==> config.mk <==
export PLATFORM = sky130hd
export DESIGN_NAME = regfile_wb_ctrl
export DESIGN_NICKNAME = d
export VERILOG_FILES = /design/src/rtl/regfile_wb_ctrl.sv
export SDC_FILE = /design/constraint.sdc
export NUM_CORES = 1
export LEC_CHECK = 0
export ABC_AREA = 1
export BUFFER_PORTS_ARGS = -buffer_cell sky130_fd_sc_hd__clkbuf_2
export CELL_PAD_IN_SITES_DETAIL_PLACEMENT = 0
export CELL_PAD_IN_SITES_GLOBAL_PLACEMENT = 1
export CORE_MARGIN = 1
export CORE_UTILIZATION = 30
export DETAILED_ROUTE_END_ITERATION = 6
export MAX_ROUTING_LAYER = met4
export PLACE_DENSITY_LB_ADDON = 0.12
export RECOVER_POWER = 25
export SETUP_SLACK_MARGIN = 0.5
export SKIP_CTS_REPAIR_TIMING = 1
export SYNTH_ARGS = -nofsm -noshare
export SYNTH_HDL_FRONTEND = slang
export SYNTH_SLANG_ARGS = --single-unit
==> constraint.sdc <==
create_clock -name CLK -period 1.5 [get_ports CLK]
set_input_delay 0.3 -clock CLK [delete_from_list [all_inputs] [get_ports CLK]]
set_output_delay 0.3 -clock CLK [all_outputs]
set_load 0.02 [all_outputs]
==> src/rtl/regfile_wb_ctrl.sv <==
// regfile_wb_ctrl
//   Write-back controller for the register file (accumulators, regular registers, flag bit).
//   Arbitrates the single register-file write port between the ALU (requester A) and the load
//   unit (requester B), registers the granted payload for one cycle and drives the register-file
//   write controls. A busy scoreboard tracks registers with outstanding writes and stalls decode
//   on RAW/WAW hazards.
//
// Configuration macro:
//   RF_WB_FIXED_PRIO_EN  defined   -> fixed priority, B (load) always wins over A.
//                        undefined -> round-robin between A and B (default build).
//
// Ports:
//   CLK, RESET              clock (rising edge), asynchronous active-high reset
//   iss_*                   decode issue: valid, destination (+isReg, wdst), two sources (+isReg)
//   stall                   hazard, decode must hold; issue accepted = iss_valid & !stall
//   a_valid/a_ready, a_*    ALU write-back request: reg, isReg, data, wen, fen, flag
//   b_valid/b_ready, b_*    load write-back request: reg, isReg, data (never writes the flag)
//   isWrite, writeReg,
//   writeData, isRegW,
//   flagin, writeFlag       register-file write controls, driven the cycle after a grant
//   wb_err                  sticky: a data write committed to a tracked register not marked busy
module regfile_wb_ctrl #(
  parameter int unsigned NUM_ACC = 6,
  parameter int unsigned NUM_REG = 4,
  parameter int unsigned DW      = 8
) (
  input  logic          CLK,
  input  logic          RESET,
  // Decode issue
  input  logic          iss_valid,
  input  logic [2:0]    iss_dst,
  input  logic          iss_dst_isReg,
  input  logic          iss_wdst,
  input  logic [2:0]    iss_src1,
  input  logic          iss_src1_isReg,
  input  logic [2:0]    iss_src2,
  input  logic          iss_src2_isReg,
  output logic          stall,
  // Requester A (ALU)
  input  logic          a_valid,
  output logic          a_ready,
  input  logic [2:0]    a_reg,
  input  logic          a_isReg,
  input  logic [DW-1:0] a_data,
  input  logic          a_wen,
  input  logic          a_fen,
  input  logic          a_flag,
  // Requester B (load unit)
  input  logic          b_valid,
  output logic          b_ready,
  input  logic [2:0]    b_reg,
  input  logic          b_isReg,
  input  logic [DW-1:0] b_data,
  // Register-file write port
  output logic          isWrite,
  output logic [2:0]    writeReg,
  output logic [DW-1:0] writeData,
  output logic          isRegW,
  output logic          flagin,
  output logic          writeFlag,
  output logic          wb_err
);

  localparam int unsigned NumBits = NUM_ACC + NUM_REG;

  // One-hot scoreboard bit for a register; accumulators beyond NUM_ACC map to no bit at all.
  function automatic logic [NumBits-1:0] regMask(input logic [2:0] idx, input logic isReg);
    logic [NumBits-1:0] m;
    m = '0;
    for (int i = 0; i < NUM_ACC; i++) begin
      if (!isReg && idx == i[2:0]) m[i] = 1'b1;
    end
    for (int i = 0; i < NUM_REG; i++) begin
      if (isReg && idx[1:0] == i[1:0]) m[NUM_ACC + i] = 1'b1;
    end
    return m;
  endfunction

  logic [NumBits-1:0] busyQ, busyD;
  logic [NumBits-1:0] srcMask, dstMask, setMask, commitMask;
  logic               errD;
  logic               aGrant, bGrant;
  logic               issueAccept;

  // ---------------------------------------------------------------------------------------------
  // Hazard detection
  // ---------------------------------------------------------------------------------------------
  always_comb begin
    srcMask = regMask(iss_src1, iss_src1_isReg) | regMask(iss_src2, iss_src2_isReg);
    dstMask = regMask(iss_dst, iss_dst_isReg);
    stall   = iss_valid & ~RESET &
              ((|(busyQ & srcMask)) | (iss_wdst & (|(busyQ & dstMask))));
    issueAccept = iss_valid & ~stall;
  end

  // ---------------------------------------------------------------------------------------------
  // Arbitration
  // ---------------------------------------------------------------------------------------------
`ifdef RF_WB_FIXED_PRIO_EN
  always_comb begin
    bGrant = b_valid;
    aGrant = a_valid & ~b_valid;
  end
`else
  localparam logic PtrA = 1'b0;
  localparam logic PtrB = 1'b1;

  logic rrPtrQ, rrPtrD;

  always_comb begin
    if (a_valid && b_valid) begin
      aGrant = (rrPtrQ == PtrA);
      bGrant = (rrPtrQ == PtrB);
    end else begin
      aGrant = a_valid;
      bGrant = b_valid;
    end
    // Pointer flips to the side that did not just win.
    rrPtrD = rrPtrQ;
    if (a_ready)      rrPtrD = PtrB;
    else if (b_ready) rrPtrD = PtrA;
  end

  always_ff @(posedge CLK or posedge RESET) begin
    if (RESET) rrPtrQ <= PtrA;
    else       rrPtrQ <= rrPtrD;
  end
`endif

  assign a_ready = aGrant & ~RESET;
  assign b_ready = bGrant & ~RESET;

  // ---------------------------------------------------------------------------------------------
  // Output stage: granted payload is registered and drives the register file for one cycle
  // ---------------------------------------------------------------------------------------------
  always_ff @(posedge CLK or posedge RESET) begin
    if (RESET) begin
      isWrite   <= 1'b0;
      writeReg  <= '0;
      writeData <= '0;
      isRegW    <= 1'b0;
      flagin    <= 1'b0;
      writeFlag <= 1'b0;
    end else if (a_ready) begin
      isWrite   <= a_wen;
      writeReg  <= a_reg;
      writeData <= a_data;
      isRegW    <= a_isReg;
      flagin    <= a_flag;
      writeFlag <= a_fen;
    end else if (b_ready) begin
      isWrite   <= 1'b1;
      writeReg  <= b_reg;
      writeData <= b_data;
      isRegW    <= b_isReg;
      flagin    <= 1'b0;
      writeFlag <= 1'b0;
    end else begin
      // Payload fields hold; only the strobes matter when idle.
      isWrite   <= 1'b0;
      writeFlag <= 1'b0;
    end
  end

  // ---------------------------------------------------------------------------------------------
  // Scoreboard and write-back error
  // ---------------------------------------------------------------------------------------------
  always_comb begin
    commitMask = isWrite ? regMask(writeReg, isRegW) : '0;
    setMask    = (issueAccept && iss_wdst) ? regMask(iss_dst, iss_dst_isReg) : '0;
    // Set is applied after clear so a same-edge set wins.
    busyD      = (busyQ & ~commitMask) | setMask;
    // Untracked registers (no scoreboard bit) cannot raise the error.
    errD       = wb_err | ((|commitMask) & ~(|(busyQ & commitMask)));
  end

  always_ff @(posedge CLK or posedge RESET) begin
    if (RESET) begin
      busyQ  <= '0;
      wb_err <= 1'b0;
    end else begin
      busyQ  <= busyD;
      wb_err <= errD;
    end
  end

endmodule

## Yosys cells after proc, flatten, opt, wreduce, memory -nomap -nowiden

Cells that the tools add are included.

| storage, ports and cells | value |
|---|---|
| word-level logic and storage cells | 176 |
| input bits | 45 |
| register bits | 27 |

| cells by class | value |
|---|---|
| equal/unequal tests | 32 |
| mux-type cells | 56 |
| bitwise operators | 20 |
| reductions and logical operators | 59 |

Operator list:

| cell | count |
|---|---|
| $mux 1 | 50 |
| $logic_and 1x1->1 | 42 |
| $and 10x10->10 | 4 |
| $reduce_or 10->1 | 4 |
| $eq 3x2->1 const B | 8 |
| $eq 3x3->1 const B | 8 |
| $mux 10 | 2 |
| $or 10x10->10 | 2 |
| $eq 2x2->1 const B | 8 |
| $mux 8 | 2 |
| $eq 3x1->1 const B | 4 |
| $logic_not 3->1 | 4 |
| $not 10->10 | 1 |
| $eq 2x1->1 const B | 4 |
| $logic_not 2->1 | 4 |
| $and 1x1->1 | 7 |
| $mux 3 | 2 |
| $logic_not 1->1 | 4 |
| $not 1->1 | 4 |
| $or 1x1->1 | 2 |
| $reduce_bool 2->1 | 1 |

## Longest topological paths before layout

Gate-level depths: netlist of run 1.

| depth | value |
|---|---|
| word-level depth | 13 |
| mapped depth | 13 |
| gate-level depth less buffers | 11 |

## Worst setup path after synthesis of run 1

OpenSTA, ideal clock, no wires.

| timing | value |
|---|---|
| kind | input to output |
| start | input port RESET |
| end | output port stall |
| arrival | 1,393 ps |
| buffers on the path | 1 |
| setup slack | -193 ps |
| stages | 6 |
| cell sequence | inv_1 > nand2_1 > inv_1 > nand2_1 > buf_6 > inv_1 |

| between the ends | value |
|---|---|
| cells in the longest elaborated chain, start to end | 3 |

Ends and longest elaborated chain:

| what | line | text |
|---|---|---|
| from (decl) | 28 | `input logic RESET,` |
| $not 1->1 | 91 | `stall = iss_valid & ~RESET &` |
| $and 1x1->1 (2 in a row) | 91 |  |
| to (decl) | 38 | `output logic stall,` |

Every way passes these cells.

## Worst setup path in the final report of run 1

| timing | value |
|---|---|
| start | register busyQ[4] |
| end | output port stall |

| between the ends | value |
|---|---|
| cells in the longest elaborated chain, start to end | 5 |
| elaborated cells between the ends (all ways) | 7 |

Ends and longest elaborated chain:

| what | line | text |
|---|---|---|
| from (decl) | 79 | `logic [NumBits-1:0] busyQ, busyD;` |
| from (signal assigned) | 182 | `busyQ <= busyD;` |
| $and 10x10->10 | 92 | `((\|(busyQ & srcMask)) \| (iss_wdst & (\|(busyQ & dstMask))));` |
| $reduce_or 10->1 | 92 |  |
| $and 1x1->1 | 92 |  |
| $or 1x1->1 (*) | 92 |  |
| $and 1x1->1 (*) | 91 |  |

Every way passes the cells marked *; elsewhere a longest branch is shown, timed or not.

==> impl_metrics.ini, run 1 <==
[setup_path]
crit_path_top_delay_cell = dfrtp_1
rrSetupSlack_ns = -0.17
cp-startpoint = busyQ[4]$_DFF_PP0_
crit_path_end = stall
crit_buf_inv = 3
worstPathRequired_ns = 1.20
reg2reg_to = busyQ[1]$_DFF_PP0_
crit_family = simple AND/OR/NAND/NOR gates
reg2reg_from = busyQ[4]$_DFF_PP0_
cp_cell_sequence = buf_4 > nand2_1 > nand3_1 > nor2_2 > nand3_2 > nand2_4 > inv_6 > buf_6
cp_max_fo = 3
arrival_ns = 1.47
cp.depth = 8
r2r_cells = 12
max_stage_delay_ns = 0.43
path_class = reg2out
endpoint_kind = output pin
critPathLaunchType = flip-flop

[power_and_ir_drop]
power_w = 0.003253
power_switching_w = 0.001284
swShare_pct = 39.49
seq_power_share_pct = 37.7
p_comb_share_pct = 49.2
power.share.clock_pct = 13.1
powerDensity_mw_per_mm2 = 1078
p_leak_nw = 1.552
ir_worst_vdd_mv = 0.5143
p_int_w = 0.001968

[synthesis]
synth_area_mm2 = 0.001792
synth_compound_area_share_pct = 9.846
ys_top_cells_by_area = dfrtp_1 38%, nand2_1 16%, nand3_1 14%
synth_top_area_share_pct = 37.71
synth_mux_area_share_pct = 0
yosys_warnings = 0
synth_top_area_cell = dfrtp_1
synth-xor-area-share_pct = 0
yosysSeqAreaShare_pct = 37.71
synthAdderAreaFrac_pct = 0
syn-num-nets = 326
synth_seq_cells = 27
avgSynthCellArea_um2 = 6.376
synthSimpleGateAreaFrac_pct = 42.88
synth_cell_types = 23
synth_top_family_by_area = simple AND/OR/NAND/NOR gates
synthCells = 281

[sta]
setup_viol = 11
fin_skew_ns = 0.01159
post-route-period-util_pct = 118.1
hold_viol = 0
drv_slew = 0
finalCriticalPeriod_ns = 1.772
fin_ws_ns = -0.2716
rsz0062_at_grt = yes
slew_headroom_pct = 53.53
fmax_mhz = 564.5
worstMarginPinSlew_ns = 0.6970

[floorplan]
dieArea_mm2 = 0.006285
placementRows = 27
start_util_pct = 31.76
boundaryPins = 64
dieWidth_um = 79.28
die_h_um = 79.28
core_mm2 = 0.005642

[clock_tree]
htreeDepth = 1
clkTransAtPathRegs_ns = 0.10
clk_latency_ns = 0.28
cts_tree = built
clock_sinks = 27
clockBufferDepth = 2
root_buffer = clkbuf_8
cts_made_buffers = 3

[layout]
fin_nets = 437
syn_to_final_growth_pct = 68.44
finish.instance_area_mm2 = 0.003018
antenna_cells = 0
final_cell_count_no_fill = 463
final_common_cell = nand2_1
final_cell_mix = 70 x nand2_1, 44 x clkbuf_2, 38 x buf_4
drive_above_1_share_pct = 45.52

[route]
routed_wl_um = 5811
vias_per_cell = 4.739
vias = 2194
drc = 0
postRouteAntennaNets = 0
wl_per_cell_um = 12.55
drtIter0Drc = 53
drtPass1Iterations = 4

[place]
dp.cells = 434
post-place-ws_ns = -0.3038
io_buffers = 63
placed_area_mm2 = 0.002399
place.gp.congestion = 0.8208
dpl.hpwl_um = 4210

[global_route]
grt_overflow_total = 0
grt_use_met1_pct = 23.50
grt-busiest-layer = met2
antenna_found_initial = 0
grt_pass1_vias = 1914
met2_usage_pct = 30.69
grt_max_degree = 28
grt_usage_pct = 18.30
gr-usage-met3_pct = 1.839
grt_pass1_wl_um = 8666

[job]
max-cap-violations = 0

[status]
failed_checks = negative setup slack
status = finished, violations left

[hold_path]
hold_class = in2reg
[routing by layer]
metal	up-vias	share of wire, %
met3	11	4.2
li1	1136	-
met2	53	50
met1	994	44
met5	-	0
met4	0	2.0
[through the flow]
stage	hold slack (ns)	util, %	TNS (ns)
2_1_floorplan	0.2010	-	0
3_3_place_gp	0.4682	42.52	-3.037
3_5_place_dp	0.4647	42.52	-2.854
4_1_cts	0.1531	43.34	-0.7906
5_1_grt	0.2155	53.49	-2.711
6_report	0.2057	53.49	-1.754
[how the worst min path moves through the flow]
stage / start / end / slack [ns] / cells after the start
global placement: RESET / writeFlag$_DFF_PP0_ / 0.47 / 3
floorplan: RESET / busyQ[0]$_DFF_PP0_ / 0.20 / 1
CTS: RESET / busyQ[1]$_DFF_PP0_ / 0.15 / 3
detailed placement: RESET / writeFlag$_DFF_PP0_ / 0.46 / 3
global route: a_fen / writeFlag$_DFF_PP0_ / 0.22 / 3
finish: a_fen / writeFlag$_DFF_PP0_ / 0.21 / 3
[flip-flops by register name (all words and copies together), names as in the netlist]
register   cells
isWrite        1
rrPtrQ         1
wb_err         1
writeReg       3
flagin         1
isRegW         1
writeFlag      1
busyQ         10
writeData      8
[cell families (layout without fill, tap and decap cells)]
| family | count (synthesis) | in the layout |
|---|---|---|
| and+or+nand+nor | 180 | 180 |
| buffers and inverters | 42 | 152 |
| AOI/OAI and AO/OA | 32 | 32 |
| DFF | 27 | 27 |
[layout make-up]
type,count,area (µm²)
fill,569,2624
multi-input combinational,212,1195
timing repair buffer,113,859.6
sequential,27,681.9
inverter,35,145.1
tap,72,90.09
clock buffer,3,41.29
clock inverter,1,5.005
[power groups by stage]
stage | Combinational (W) | Sequential [W] | Clock, W
6_report | 0.00160 | 0.00123 | 0.000426
4_1_cts | 0.00111 | 0.00120 | 0.000442
3_5_place_dp | 0.00111 | 0.00121 | 0
5_1_grt | 0.00175 | 0.00125 | 0.000484
2_1_floorplan | 0.000506 | 0.00123 | 0
3_3_place_gp | 0.00111 | 0.00122 | 0
[worst min-delay path, cell delays in order]
cell	delay (ns)
clkbuf_2	0.08
inv_1	0.04
nor2_1	0.03
[cells in the mapped netlist]
| master | number |
|---|---|
| a21boi_0 | 1 |
| o21ai_0 | 23 |
| a31oi_1 | 1 |
| o2111ai_1 | 1 |
| clkinv_1 | 1 |
| buf_6 | 1 |
| clkbuf_1 | 3 |
| nor2_4 | 1 |
| inv_1 | 33 |
| o21bai_1 | 1 |
| o31ai_1 | 1 |
| nand2_1 | 78 |
| nor3_1 | 4 |
| nand3_1 | 50 |
| buf_4 | 1 |
| nor3_2 | 2 |
| nor2_1 | 43 |
| dfrtp_1 | 27 |
| o22ai_1 | 3 |
| nand4_1 | 2 |
| inv_2 | 1 |
| o21ai_1 | 1 |
| buf_2 | 2 |
No activity file was read; power rests on OpenSTA's default activity.
==> run 2, diff against run 1 <==
--- a/config.mk
+++ b/config.mk
@@ -10,7 +10,7 @@
 export CELL_PAD_IN_SITES_DETAIL_PLACEMENT = 0
 export CELL_PAD_IN_SITES_GLOBAL_PLACEMENT = 1
 export CORE_MARGIN = 1
-export CORE_UTILIZATION = 30
+export CORE_UTILIZATION = 31
 export DETAILED_ROUTE_END_ITERATION = 6
 export MAX_ROUTING_LAYER = met4
 export PLACE_DENSITY_LB_ADDON = 0.12
@@ -20,3 +20,4 @@
 export SYNTH_ARGS = -nofsm -noshare
 export SYNTH_HDL_FRONTEND = slang
 export SYNTH_SLANG_ARGS = --single-unit
+export TNS_END_PERCENT = 30
==> constraint.sdc (replaced) <==
create_clock -name CLK -period 1.7 [get_ports CLK]
set_input_delay 0.34 -clock CLK [delete_from_list [all_inputs] [get_ports CLK]]
set_output_delay 0.34 -clock CLK [all_outputs]
set_load 0.02 [all_outputs]
==> impl_metrics.ini, run 2 (same netlist as run 1, synthesis figures left out) <==
[status]
status = finished, violations left
failed_checks = negative setup slack

[power_and_ir_drop]
swShare_pct = 38.89
power_switching_w = 0.001022
powerDensity_mw_per_mm2 = 947.0
p_comb_share_pct = 45.3
ir_worst_vdd_mv = 0.3873
p_int_w = 0.001606
power.share.clock_pct = 13.8
p_leak_nw = 1.470
seq_power_share_pct = 40.9

[setup_path]
reg2reg_to = busyQ[8]$_DFF_PP0_
reg2reg_from = busyQ[8]$_DFF_PP0_
worstPathRequired_ns = 1.36
cp_max_fo = 8
path_class = reg2out
endpoint_kind = output pin
cp-startpoint = busyQ[8]$_DFF_PP0_
rrSetupSlack_ns = 0.26
crit_path_end = stall
critPathLaunchType = flip-flop
arrival_ns = 1.53
r2r_cells = 11

[sta]
fmax_mhz = 534.9
hold_slack_ns = 0.2502
finalCriticalPeriod_ns = 1.869
fin_skew_ns = 0.003123
fin_ws_ns = -0.1694
hold_viol = 0
post-route-period-util_pct = 110.0
slew_headroom_pct = 54.88
setup_viol = 1
drv_slew = 0
final.setup.tns_ns = -0.1694
rsz0062_at_grt = yes
worstMarginPinSlew_ns = 0.6769

[clock_tree]
clock_sinks = 27
cts_made_buffers = 3
htreeDepth = 1
cts_tree = built
clk_latency_ns = 0.26
clockBufferDepth = 2
root_buffer = clkbuf_8
clkTransAtPathRegs_ns = 0.09

[hold_path]
min_from = a_fen
hold_class = in2reg

[place]
placed_area_mm2 = 0.002359
post-place-ws_ns = -0.1859
io_buffers = 63
dpl.hpwl_um = 4140
place.gp.congestion = 0.8223

[layout]
seq_area_um2 = 683.2
reg_top3 = busyQ (10), writeData (8), writeReg (3)
final_cell_mix = 73 x nand2_1, 54 x clkbuf_2, 47 x nand3_1
largest_register_ffs = 10
syn_to_final_growth_pct = 54.89
fin_nets = 432
regMostFlops = busyQ
drive_above_1_share_pct = 39.64
fin_util_pct = 50.09
nFillCells = 602
antenna_cells = 0
multiInputGateArea_mm2 = 0.001072
finish.instance_area_mm2 = 0.002775
final_common_cell = nand2_1

[global_route]
grt_pass1_vias = 1992
grt_pass1_wl_um = 8666
grt_max_degree = 28
antenna_found_initial = 0
grt_usage_pct = 18.28
grt_overflow_total = 0

[job]
max-cap-violations = 0

[route]
wl_per_cell_um = 11.63
vias = 2087
drc = 0
vias_per_cell = 4.557
routed_wl_um = 5325
postRouteAntennaNets = 0
drtIter0Drc = 42
drtPass1Iterations = 6

[floorplan]
core_mm2 = 0.005540
placementRows = 27
start_util_pct = 32.34
boundaryPins = 64
die_h_um = 78.03
dieArea_mm2 = 0.006088
dieWidth_um = 78.03
-- run 2: cell types whose count changed in the layout (fill, tap and decap cells not counted), moves of 4 or more --
cell,before,now
o21ai_0,14,6
inv_1,23,28
nand3_1,30,47
inv_2,6,2
clkbuf_2,44,54
buf_6,28,12
nand3_2,17,3
o21ai_2,1,11
-- run 2: worst min path at each step --
| stage | to | slack [ns] | depth (start not counted) |
|---|---|---|---|
| finish | writeFlag$_DFF_PP0_ | 0.25 | 3 |
| global route | writeFlag$_DFF_PP0_ | 0.27 | 3 |
| floorplan | busyQ[0]$_DFF_PP0_ | 0.24 | 1 |
| global placement | wb_err$_DFF_PP0_ | 0.46 | 1 |
| detailed placement | wb_err$_DFF_PP0_ | 0.47 | 1 |
| CTS | busyQ[1]$_DFF_PP0_ | 0.20 | 3 |
-- run 2: final cells by class --
cell class	instances	area share [%]
clock buffer	4	1.623
tap	72	3.246
multi-input combinational	212	38.64
timing repair buffer	108	26.56
sequential	27	24.62
inverter	35	5.320
-- run 2: through the flow --
stage / std cells / power (W)
finish: 458 / 0.002628
global route: 458 / 0.002810
CTS: 436 / 0.002303
detailed placement: 432 / 0.001941
global placement: 432 / 0.001937
floorplan: 281 / 0.001504
-- run 2: worst max-delay path, stage by stage, from the launching register on --
cell	delay, ns
dfrtp_1	0.44
nand4_1	0.09
nand2_1	0.06
nor2_1	0.09
nand3_1	0.08
nand2_1	0.08
nand3_1	0.08
nand2_2	0.08
buf_12	0.12
inv_6	0.03
buf_6	0.11
-- run 2: routing by layer --
layer	track usage [%]	vias to the layer above	routed length [µm]
met5	-	-	0
met1	22.25	914	2377
li1	-	1117	-
met2	32.92	54	2644
met4	2.778	0	23
met3	2.442	2	280
-- run 2: power by group through the flow --
stage / Combinational (W) / Sequential (W) / Clock, W
after floorplan: 0.000420 / 0.00108 / 0
after global placement: 0.000841 / 0.00110 / 0
after detailed placement: 0.000844 / 0.00110 / 0
after CTS: 0.000847 / 0.00108 / 0.000375
after global routing: 0.00132 / 0.00110 / 0.000396
final: 0.00119 / 0.00107 / 0.000362
